## config.mk

```make
export PLATFORM = sky130hd
export DESIGN_NAME = ycbcr_conv_arbiter
export DESIGN_NICKNAME = d
export VERILOG_FILES = /design/src/rtl/ycbcr_conv_arbiter.sv
export SDC_FILE = /design/constraint.sdc
export NUM_CORES = 1
export LEC_CHECK = 0
export CAP_MARGIN = 20
export CORE_AREA = 2 2 103 205
export DETAILED_ROUTE_END_ITERATION = 8
export DIE_AREA = 0 0 105 207
export DONT_BUFFER_PORTS = 1
export GPL_ROUTABILITY_DRIVEN = 0
export GPL_TIMING_DRIVEN = 0
export HOLD_SLACK_MARGIN = 0.02
export PLACE_DENSITY = 0.43
export SLEW_MARGIN = 0
export SYNTH_ARGS = -nofsm -noshare
export SYNTH_HDL_FRONTEND = slang
export SYNTH_SLANG_ARGS = --single-unit
```

## constraint.sdc

```tcl
create_clock -name clk -period 7.05 [get_ports clk]
set_clock_uncertainty 0.1 [all_clocks]
set_input_delay 2.115 -clock clk [delete_from_list [all_inputs] [get_ports clk]]
set_output_delay 2.115 -clock clk [all_outputs]
set_load 0.02 [all_outputs]
```

## src/rtl/ycbcr_conv_arbiter.sv

```systemverilog
`default_nettype none
// ============================================================================
// Module      : ycbcr_conv_arbiter
// Description : Shares one RGB-to-YCbCr converter between a palette loader
//               (port A) and a live pixel stream (port B). B has priority,
//               and A is forced a slot after a bounded stall. Converter
//               results are routed back to their source with A's tag.
// Revision    : 1.0 - initial release
// ============================================================================
module ycbcr_conv_arbiter #(
    parameter int LATENCY      = 2,
    parameter int STARVE_LIMIT = 15
) (
    input  logic        clk,
    input  logic        rst,
    input  logic        a_valid,
    input  logic [23:0] a_rgb,
    input  logic [7:0]  a_tag,
    output logic        a_ready,
    input  logic        b_valid,
    input  logic [23:0] b_rgb,
    output logic        b_ready,
    output logic [23:0] conv_rgb,
    input  logic [23:0] conv_ycbcr,
    output logic        a_res_valid,
    output logic [7:0]  a_res_tag,
    output logic [23:0] a_res_ycbcr,
    output logic        b_res_valid,
    output logic [23:0] b_res_ycbcr,
    output logic [7:0]  forced_cnt
);

    localparam logic [0:0] c_prio_b       = 1'b0;
    localparam logic [0:0] c_force_a      = 1'b1;
    localparam logic [7:0] c_starve_limit = 8'(STARVE_LIMIT);
    localparam logic       c_src_a        = 1'b1;
    localparam logic       c_src_b        = 1'b0;

    logic [0:0] r_state;
    logic [0:0] w_state_next;
    logic [7:0] r_wait;
    logic [7:0] w_wait_inc;
    logic       w_a_xfer;
    logic       w_b_xfer;
    logic       w_a_stall;
    logic [7:0] r_forced_cnt;
    logic       w_force_entry;

    // Pipeline stage layout: {valid, src, tag}
    logic [9:0] r_stage [0:LATENCY];
    logic [9:0] w_stage0_next;

    assign w_a_xfer   = a_valid & a_ready;
    assign w_b_xfer   = b_valid & b_ready;
    assign w_a_stall  = a_valid & ~a_ready;
    assign w_wait_inc = (r_wait == 8'hFF) ? 8'hFF : r_wait + 8'd1;

    // ------------------------------------------------------------------
    // FSM: state register
    // ------------------------------------------------------------------
    always_ff @(posedge clk or posedge rst) begin
        if (rst) begin
            r_state <= c_prio_b;
        end else begin
            r_state <= w_state_next;
        end
    end

    // ------------------------------------------------------------------
    // FSM: next-state logic
    // ------------------------------------------------------------------
    always_comb begin
        w_state_next = r_state;
        case (r_state)
            c_prio_b: begin
                if (w_a_stall && (w_wait_inc == c_starve_limit)) begin
                    w_state_next = c_force_a;
                end
            end
            c_force_a: begin
                w_state_next = c_prio_b;
            end
            default: begin
                w_state_next = c_prio_b;
            end
        endcase
    end

    // ------------------------------------------------------------------
    // FSM: outputs (never depend on a_valid)
    // ------------------------------------------------------------------
    always_comb begin
        a_ready = 1'b0;
        b_ready = 1'b0;
        case (r_state)
            c_prio_b: begin
                b_ready = 1'b1;
                a_ready = ~b_valid;
            end
            c_force_a: begin
                b_ready = 1'b0;
                a_ready = 1'b1;
            end
            default: begin
                b_ready = 1'b1;
                a_ready = ~b_valid;
            end
        endcase
    end

    assign w_force_entry = (r_state == c_prio_b) && (w_state_next == c_force_a);

    // ------------------------------------------------------------------
    // Starvation wait counter and forced-grant statistic
    // ------------------------------------------------------------------
    always_ff @(posedge clk or posedge rst) begin
        if (rst) begin
            r_wait <= 8'd0;
        end else if (!a_valid || w_a_xfer) begin
            r_wait <= 8'd0;
        end else if (w_a_stall) begin
            r_wait <= w_wait_inc;
        end
    end

    always_ff @(posedge clk or posedge rst) begin
        if (rst) begin
            r_forced_cnt <= 8'd0;
        end else if (w_force_entry && (r_forced_cnt != 8'hFF)) begin
            r_forced_cnt <= r_forced_cnt + 8'd1;
        end
    end

    assign forced_cnt = r_forced_cnt;

    // ------------------------------------------------------------------
    // Converter input register: loads only on a transfer
    // ------------------------------------------------------------------
    always_ff @(posedge clk or posedge rst) begin
        if (rst) begin
            conv_rgb <= 24'd0;
        end else if (w_a_xfer) begin
            conv_rgb <= a_rgb;
        end else if (w_b_xfer) begin
            conv_rgb <= b_rgb;
        end
    end

    // ------------------------------------------------------------------
    // Tag pipeline, aligned with the converter latency
    // ------------------------------------------------------------------
    always_comb begin
        w_stage0_next = 10'd0;
        if (w_a_xfer) begin
            w_stage0_next = {1'b1, c_src_a, a_tag};
        end else if (w_b_xfer) begin
            w_stage0_next = {1'b1, c_src_b, 8'd0};
        end
    end

    always_ff @(posedge clk or posedge rst) begin
        if (rst) begin
            r_stage[0] <= 10'd0;
        end else begin
            r_stage[0] <= w_stage0_next;
        end
    end

    genvar gi;
    generate
        for (gi = 1; gi <= LATENCY; gi++) begin : g_stage
            always_ff @(posedge clk or posedge rst) begin
                if (rst) begin
                    r_stage[gi] <= 10'd0;
                end else begin
                    r_stage[gi] <= r_stage[gi-1];
                end
            end
        end
    endgenerate

    // ------------------------------------------------------------------
    // Result capture and routing
    // ------------------------------------------------------------------
    always_ff @(posedge clk or posedge rst) begin
        if (rst) begin
            a_res_valid <= 1'b0;
            a_res_tag   <= 8'd0;
            a_res_ycbcr <= 24'd0;
            b_res_valid <= 1'b0;
            b_res_ycbcr <= 24'd0;
        end else begin
            a_res_valid <= 1'b0;
            b_res_valid <= 1'b0;
            if (r_stage[LATENCY][9]) begin
                if (r_stage[LATENCY][8] == c_src_a) begin
                    a_res_valid <= 1'b1;
                    a_res_tag   <= r_stage[LATENCY][7:0];
                    a_res_ycbcr <= conv_ycbcr;
                end else begin
                    b_res_valid <= 1'b1;
                    b_res_ycbcr <= conv_ycbcr;
                end
            end
        end
    end

endmodule
`default_nettype wire
```

==> results of run 1 <==
cell type report:
class | count | area [um2] | area share (%)
sequential | 129 | 3230 | 54.5
multi-input combinational | 202 | 1620 | 27.4
clock buffer | 19 | 443 | 7.47
tap | 266 | 333 | 5.62
clock inverter | 12 | 159 | 2.68
buffer | 18 | 82.6 | 1.39
inverter | 7 | 31.3 | 0.528
timing repair buffer | 1 | 27.5 | 0.464
sequential cells by signal (all words and copies together) (netlist names):
signal / flops
a_res_tag: 8
a_res_valid: 1
a_res_ycbcr: 24
b_res_valid: 1
b_res_ycbcr: 24
conv_rgb: 24
forced_cnt: 8
r_stage: 30
r_state: 1
r_wait: 8
layer usage:
metal  vias up  global-route usage [%]
li1       1284                       -
met1      1406                    11.7
met2       163                    15.6
met3        16                    5.60
met4         0                    3.72
met5         -                       0
worst max-delay path by stage:
stage,cells after the start,endpoint
6_report,3,a_ready
5_1_grt,3,a_ready
4_1_cts,3,a_ready
3_5_place_dp,3,a_ready
3_3_place_gp,1,r_stage[12]
2_1_floorplan,1,a_res_tag[0]
cells in the final DEF, fill, tap and decap left out, types with 3 or more instances in the layout:
master and count:
a2111oi_2 3, a21oi_1 7, and3_1 10, buf_1 3, bufinv_16 3, clkbuf_1 14, clkbuf_16 17, clkinvlp_4 5
dfrtp_1 129, inv_1 5, mux2_1 26, mux2_2 32, mux2i_1 25, nand2_1 28, nand2b_1 3, nand3_1 7
nand4_1 4, nor2_1 3, o21ai_0 15, o21ai_1 11, or2_1 3, xor2_1 6
power groups by stage:
stage / Sequential (mW) / Clock (mW) / Combinational (mW)
after global routing: 0.942 / 0.959 / 0.123
after global placement: 0.948 / 0 / 0.107
after floorplan: 0.930 / 0 / 0.0885
after CTS: 0.935 / 0.926 / 0.113
final: 0.933 / 0.895 / 0.108
after detailed placement: 0.947 / 0 / 0.113
worst register-to-register path: cells and delay by family, from the launching register on:
kind            cells  cell delay [ps]
compound gates      1              320
buf+inv             2              300
flops               1              370
mux                 1              340
simple gates        2             1000
cells by family (layout without fill, tap and decap cells):
logic type                 count (synthesis)  in the layout
AOI/OAI and AO/OA                         42             42
and+or+nand+nor                           68             68
xor gates and xnor gates                   7              7
buffers and inverters                     25             57
adders and majority gates                  2              2
DFF                                      129            129
muxes                                     83             83
synth_stat cells:
master	count
inv_1	6
buf_6	2
or4_1	1
clkbuf_1	13
nand4_1	4
mux2i_1	25
a21o_1	1
or2_1	3
a2111oi_2	3
xor2_1	6
o21ai_1	11
mux2_2	32
a31oi_1	1
dfrtp_1	129
o21ai_0	15
ha_1	2
nand3_1	7
nor2_1	3
nor2b_1	2
xnor2_1	1
a21oi_1	7
and3_1	10
a2111oi_4	1
and4b_1	1
nand2_1	28
and4_1	2
or4b_1	1
a211oi_2	1
buf_1	3
nand3b_1	2
nand2b_1	3
mux2_1	26
inv_2	1
a211oi_1	2
nor3_1	1
==> results.ini, run 1 <==
[final_layout]
layoutNonFillerInstCount=654
nNetsFinal=462
area_delta_synth_final_pct=19.5
diodes=0
fillers=2114
postLayoutCoreUtil_pct=29.4
drive_above_1_share_pct=18.6
final_area_um2=5930

[timing]
hold_viol=0
hold_ws_ps=243
rsz0062_at_grt=false
fin_crit_ps=4920
fin_crit_sh_pct=69.7
setup_ws_ps=2130
setup_tns_ps=0
max_freq_ghz=0.203
drv_slew=0
tightest_slew_ps=802
finalSetupViolCount=0
relSlewSlack_pct=46.5

[logic_synthesis]
synth_area_leader_cell=dfrtp_1
synth_warnings=0
syn_avg_cell_area_um2=13.9
synth_simple_gate_area_share_pct=7.14
synth_top_family_by_area=multiplexers
synth_compound_area_share_pct=5.63
netlist_instances=356
syn_area_um2=4960
synth_top_area_share_pct=65.1
synth_area_leaders=dfrtp_1 65%, mux2_2 7.3%, mux2_1 5.9%
synthMuxAreaShare_pct=18.2
synth_cell_types=35
synth_xor_area_share_pct=1.24
synth_seq_area_share_pct=65.1
synth_fp_nets=442
synth-adder-area-share_pct=0.505
ys_seq_elements=129

[detailed_routing]
drt_wl_total_um=10800
drt-initial-drc-count=148
vias=2869
routed.top_layer=met4
met3_length_um=1220
ant_nets=0
wl_per_cell_um=16.6
dr_wl_met2_um=4940
viasPerCell=4.39
firstDrtPassIters=4
drc=0
m1WireLength_um=4530

[pwr]
power_switching_uw=511
p_clk_share_pct=46.2
p_seq_share_pct=48.2
power_density_nw_per_um2=327
p_comb_share_pct=5.6
power_mw=1.94
leakage_nw=2.62
p_int_mw=1.43
netSwitchingFraction_pct=26.4
vdd_drop_max_v=0.000126

[clocking]
cts_tree=yes
cts_buffer_depth=2
cts.sinks=129
clk_latency_ps=420
path_clk_slew_ps=50
hold_buffers=0
cts.htree.levels=4
post_cts_resized=0
cts_made_buffers=17
root_buffer=clkbuf_16
post_cts_buffers=0

[critical_path]
path_class=in -> out
crit_family=buffers and inverters
path_buf_inv=2
r2r-end=forced_cnt[6]
cp.arrival_ps=2700
startpoint=b_valid
critPathRequiredTime_ps=4840
cp_cell_sequence=nor2b_1, clkbuf_1, inv_2
cp_max_fo=9
r2r_cells=6
r2r-start=r_wait[4]
cp-end-kind=output pin
reg2reg_slack_ps=4500
start_kind=input pin
slowest_delay_ps=260
cp_slowest_cell=clkbuf_1

[floorplan]
initial_core_util_pct=24.6
pin_count=176
fp.dieH_um=207
rows=74
die_area_um2=21700
die_w_um=105
core_area_um2=20200

[placed_design]
io_buffers=0
dp_slack_ps=2070
dp.cells=623
dp_hpwl_um=7490
placed_cell_area_um2=5330

[outcome]
status=finished clean

[global_routing]
grt_pass1_vias=3049
grt_overflow=0
antenna_found_initial=0
grt_usage_pct=10.1
grt_max_degree=77
grt_pass1_wl_um=16800

[hold_path]
hold_end=r_stage[9]
hold_class=reg -> reg
min_from=r_stage[19]
hold_depth=0

[flow_run]
drv.max_cap_violation_count=0

Note: power is estimated with default switching activity, not from simulation.
==> inputs of run 2 (changes only) <==
PLACE_DENSITY = 0.44   (was 0.43)
clock period = 4.1 ns   (was 7.05 ns; I/O delays follow)
==> results.ini, run 2 (synthesis gave the netlist of run 1 again) <==
[placed_design]
placed_cell_area_um2=5360  ; was 5330 um2
io_buffers=0  ; unchanged
dp_hpwl_um=7960  ; was 7490 um

[critical_path]
critPathRequiredTime_ps=4300  ; was 4840 ps
start_kind=input pin  ; unchanged
reg2reg_slack_ps=1540  ; was 4500 ps
cp_slowest_cell=or4_1  ; was clkbuf_1
slowest_delay_ps=580  ; was 260 ps
cp_cell_sequence=clkbuf_1, nand3b_1, or4_1, buf_6, a2111oi_4, mux2_1  ; was nor2b_1, clkbuf_1, inv_2
cp-end-kind=flip-flop  ; was output pin
r2r_cells=6  ; unchanged
r2r-start=r_wait[4]  ; unchanged
cp_max_fo=9  ; unchanged
path_class=in -> reg  ; was in -> out
r2r-end=forced_cnt[6]  ; unchanged
cp.arrival_ps=3390  ; was 2700 ps

[detailed_routing]
firstDrtPassIters=4  ; unchanged
drt_wl_total_um=11000  ; was 10800 um
wl_per_cell_um=16.7  ; was 16.6 um
ant_nets=0  ; unchanged
vias=2912  ; was 2869
viasPerCell=4.43  ; was 4.39
drt-initial-drc-count=91  ; was 148
drc=0  ; unchanged

[final_layout]
fillers=2102  ; was 2114
drive_above_1_share_pct=19.4  ; was 18.6%
area_delta_synth_final_pct=21.1  ; was 19.5%
final_cell_mix=129 x dfrtp_1, 32 x mux2_2, 28 x nand2_1  ; unchanged
top_register=r_stage  ; unchanged
final_area_um2=6010  ; was 5930 um2
nNetsFinal=464  ; was 462
largest_reg_flops=30  ; unchanged
final_common_cell=dfrtp_1  ; unchanged
diodes=0  ; unchanged

[global_routing]
antenna_found_initial=0  ; unchanged
grt_pass1_wl_um=17800  ; was 16800 um
grt_pass1_vias=3178  ; was 3049
grt_max_degree=43  ; was 77
grt_overflow=0  ; unchanged
grt_usage_pct=10.7  ; was 10.1%

[hold_path]
min_from=r_stage[26]  ; was r_stage[19]
hold_end=r_stage[16]  ; was r_stage[9]
hold_class=reg -> reg  ; unchanged
hold_depth=0  ; unchanged

[pwr]
p_comb_share_pct=5.5  ; was 5.6%
p_int_mw=2.54  ; was 1.43 mW
power_switching_uw=902  ; was 511 uW
netSwitchingFraction_pct=26.2  ; was 26.4%
power_density_nw_per_um2=574  ; was 327 nW/um2
leakage_nw=2.67  ; was 2.62 nW
p_seq_share_pct=46.6  ; was 48.2%
vdd_drop_max_v=0.000225  ; was 0.000126 V
p_clk_share_pct=47.9  ; was 46.2%

[timing]
tightest_slew_ps=767  ; was 802 ps
relSlewSlack_pct=48.9  ; was 46.5%
fin_crit_sh_pct=77.8
hold_viol=0  ; unchanged
drv_slew=0  ; unchanged
setup_tns_ps=0  ; unchanged
rsz0062_at_grt=false  ; unchanged
finalSetupViolCount=0  ; unchanged
fin_crit_ps=3190
max_freq_ghz=0.314

[floorplan]
pin_count=176  ; unchanged
die_w_um=105  ; unchanged
die_area_um2=21700  ; unchanged
initial_core_util_pct=24.6  ; unchanged
core_area_um2=20200  ; unchanged
fp.dieH_um=207  ; unchanged
rows=74  ; unchanged

[clocking]
cts.sinks=129  ; unchanged
cts_tree=yes  ; unchanged
post_cts_resized=0  ; unchanged
cts_buffer_depth=2  ; unchanged
clk_latency_ps=420  ; about the same
cts.htree.levels=4  ; unchanged
post_cts_buffers=0  ; unchanged
hold_buffers=0  ; unchanged
cts_made_buffers=17  ; unchanged
path_clk_slew_ps=60  ; was 50 ps
root_buffer=clkbuf_16  ; unchanged

[flow_run]
drv.max_cap_violation_count=0  ; unchanged

[outcome]
status=finished clean  ; unchanged

[run 2: cell count changes in the layout (fill, tap and decap cells not counted)]
cell        change
clkinv_2        -1
clkinv_4        +2
clkbuf_8        +1
buf_16          -1
clkbuf_1        -1
clkinvlp_4      -3
bufinv_16       +1
inv_6           +2
buf_12          +3
[run 2: worst max-delay path by stage]
stage / slack [ps] / endpoint / cells past startpoint / startpoint
after global placement: 350 / r_stage[24] / 1 / rst
after floorplan: 790 / forced_cnt[6] / 6 / a_valid
after detailed placement: 460 / forced_cnt[6] / 6 / a_valid
final: 910 / forced_cnt[6] / 6 / a_valid
after CTS: 890 / a_ready / 3 / b_valid
after global routing: 760 / forced_cnt[6] / 6 / a_valid
[run 2: stage by stage]
stage,cells,util (%),hold slack (ps),worst slack [ps],total power [mW]
2_1_floorplan,356,-,231,794,1.75
4_1_cts,657,29.8,248,892,3.52
3_5_place_dp,625,26.5,235,459,1.83
6_report,657,29.8,241,911,3.45
5_1_grt,657,29.8,249,764,3.60
3_3_place_gp,622,26.2,232,353,1.82
[run 2: worst max-delay path: cells and delay by family]
kind | cells | cell delay (ps)
AND/OR/NAND/NOR | 2 | 960
buffers and inverters | 2 | 530
multiplexers | 1 | 350
AO/OA/AOI/OAI | 1 | 310
[run 2: cell type report]
type                       instances  area (um2)  area share (%)
clock buffer                      19         453            7.54
clock inverter                    13         198            3.29
sequential                       129        3230            53.7
buffer                            18        82.6            1.37
multi-input combinational        202        1620            27.0
tap                              266         333            5.54
timing repair buffer               3        60.1            1.00
inverter                           7        30.0           0.500
[run 2: metal layers]
| metal | global-route usage (%) | wire [um] | vias to the layer above |
|---|---|---|---|
| li1 | - | - | 1290 |
| met1 | 12.7 | 4410 | 1439 |
| met2 | 15.9 | 5040 | 167 |
| met3 | 6.04 | 1330 | 16 |
| met4 | 4.28 | 190 | 0 |
| met5 | 0 | 0 | - |
[run 2: power groups by stage]
stage,Clock [mW],Combinational (mW),Sequential [mW]
6_report,1.65,0.189,1.61
5_1_grt,1.76,0.219,1.62
4_1_cts,1.71,0.197,1.61
3_5_place_dp,0,0.198,1.63
3_3_place_gp,0,0.185,1.63
2_1_floorplan,0,0.152,1.60
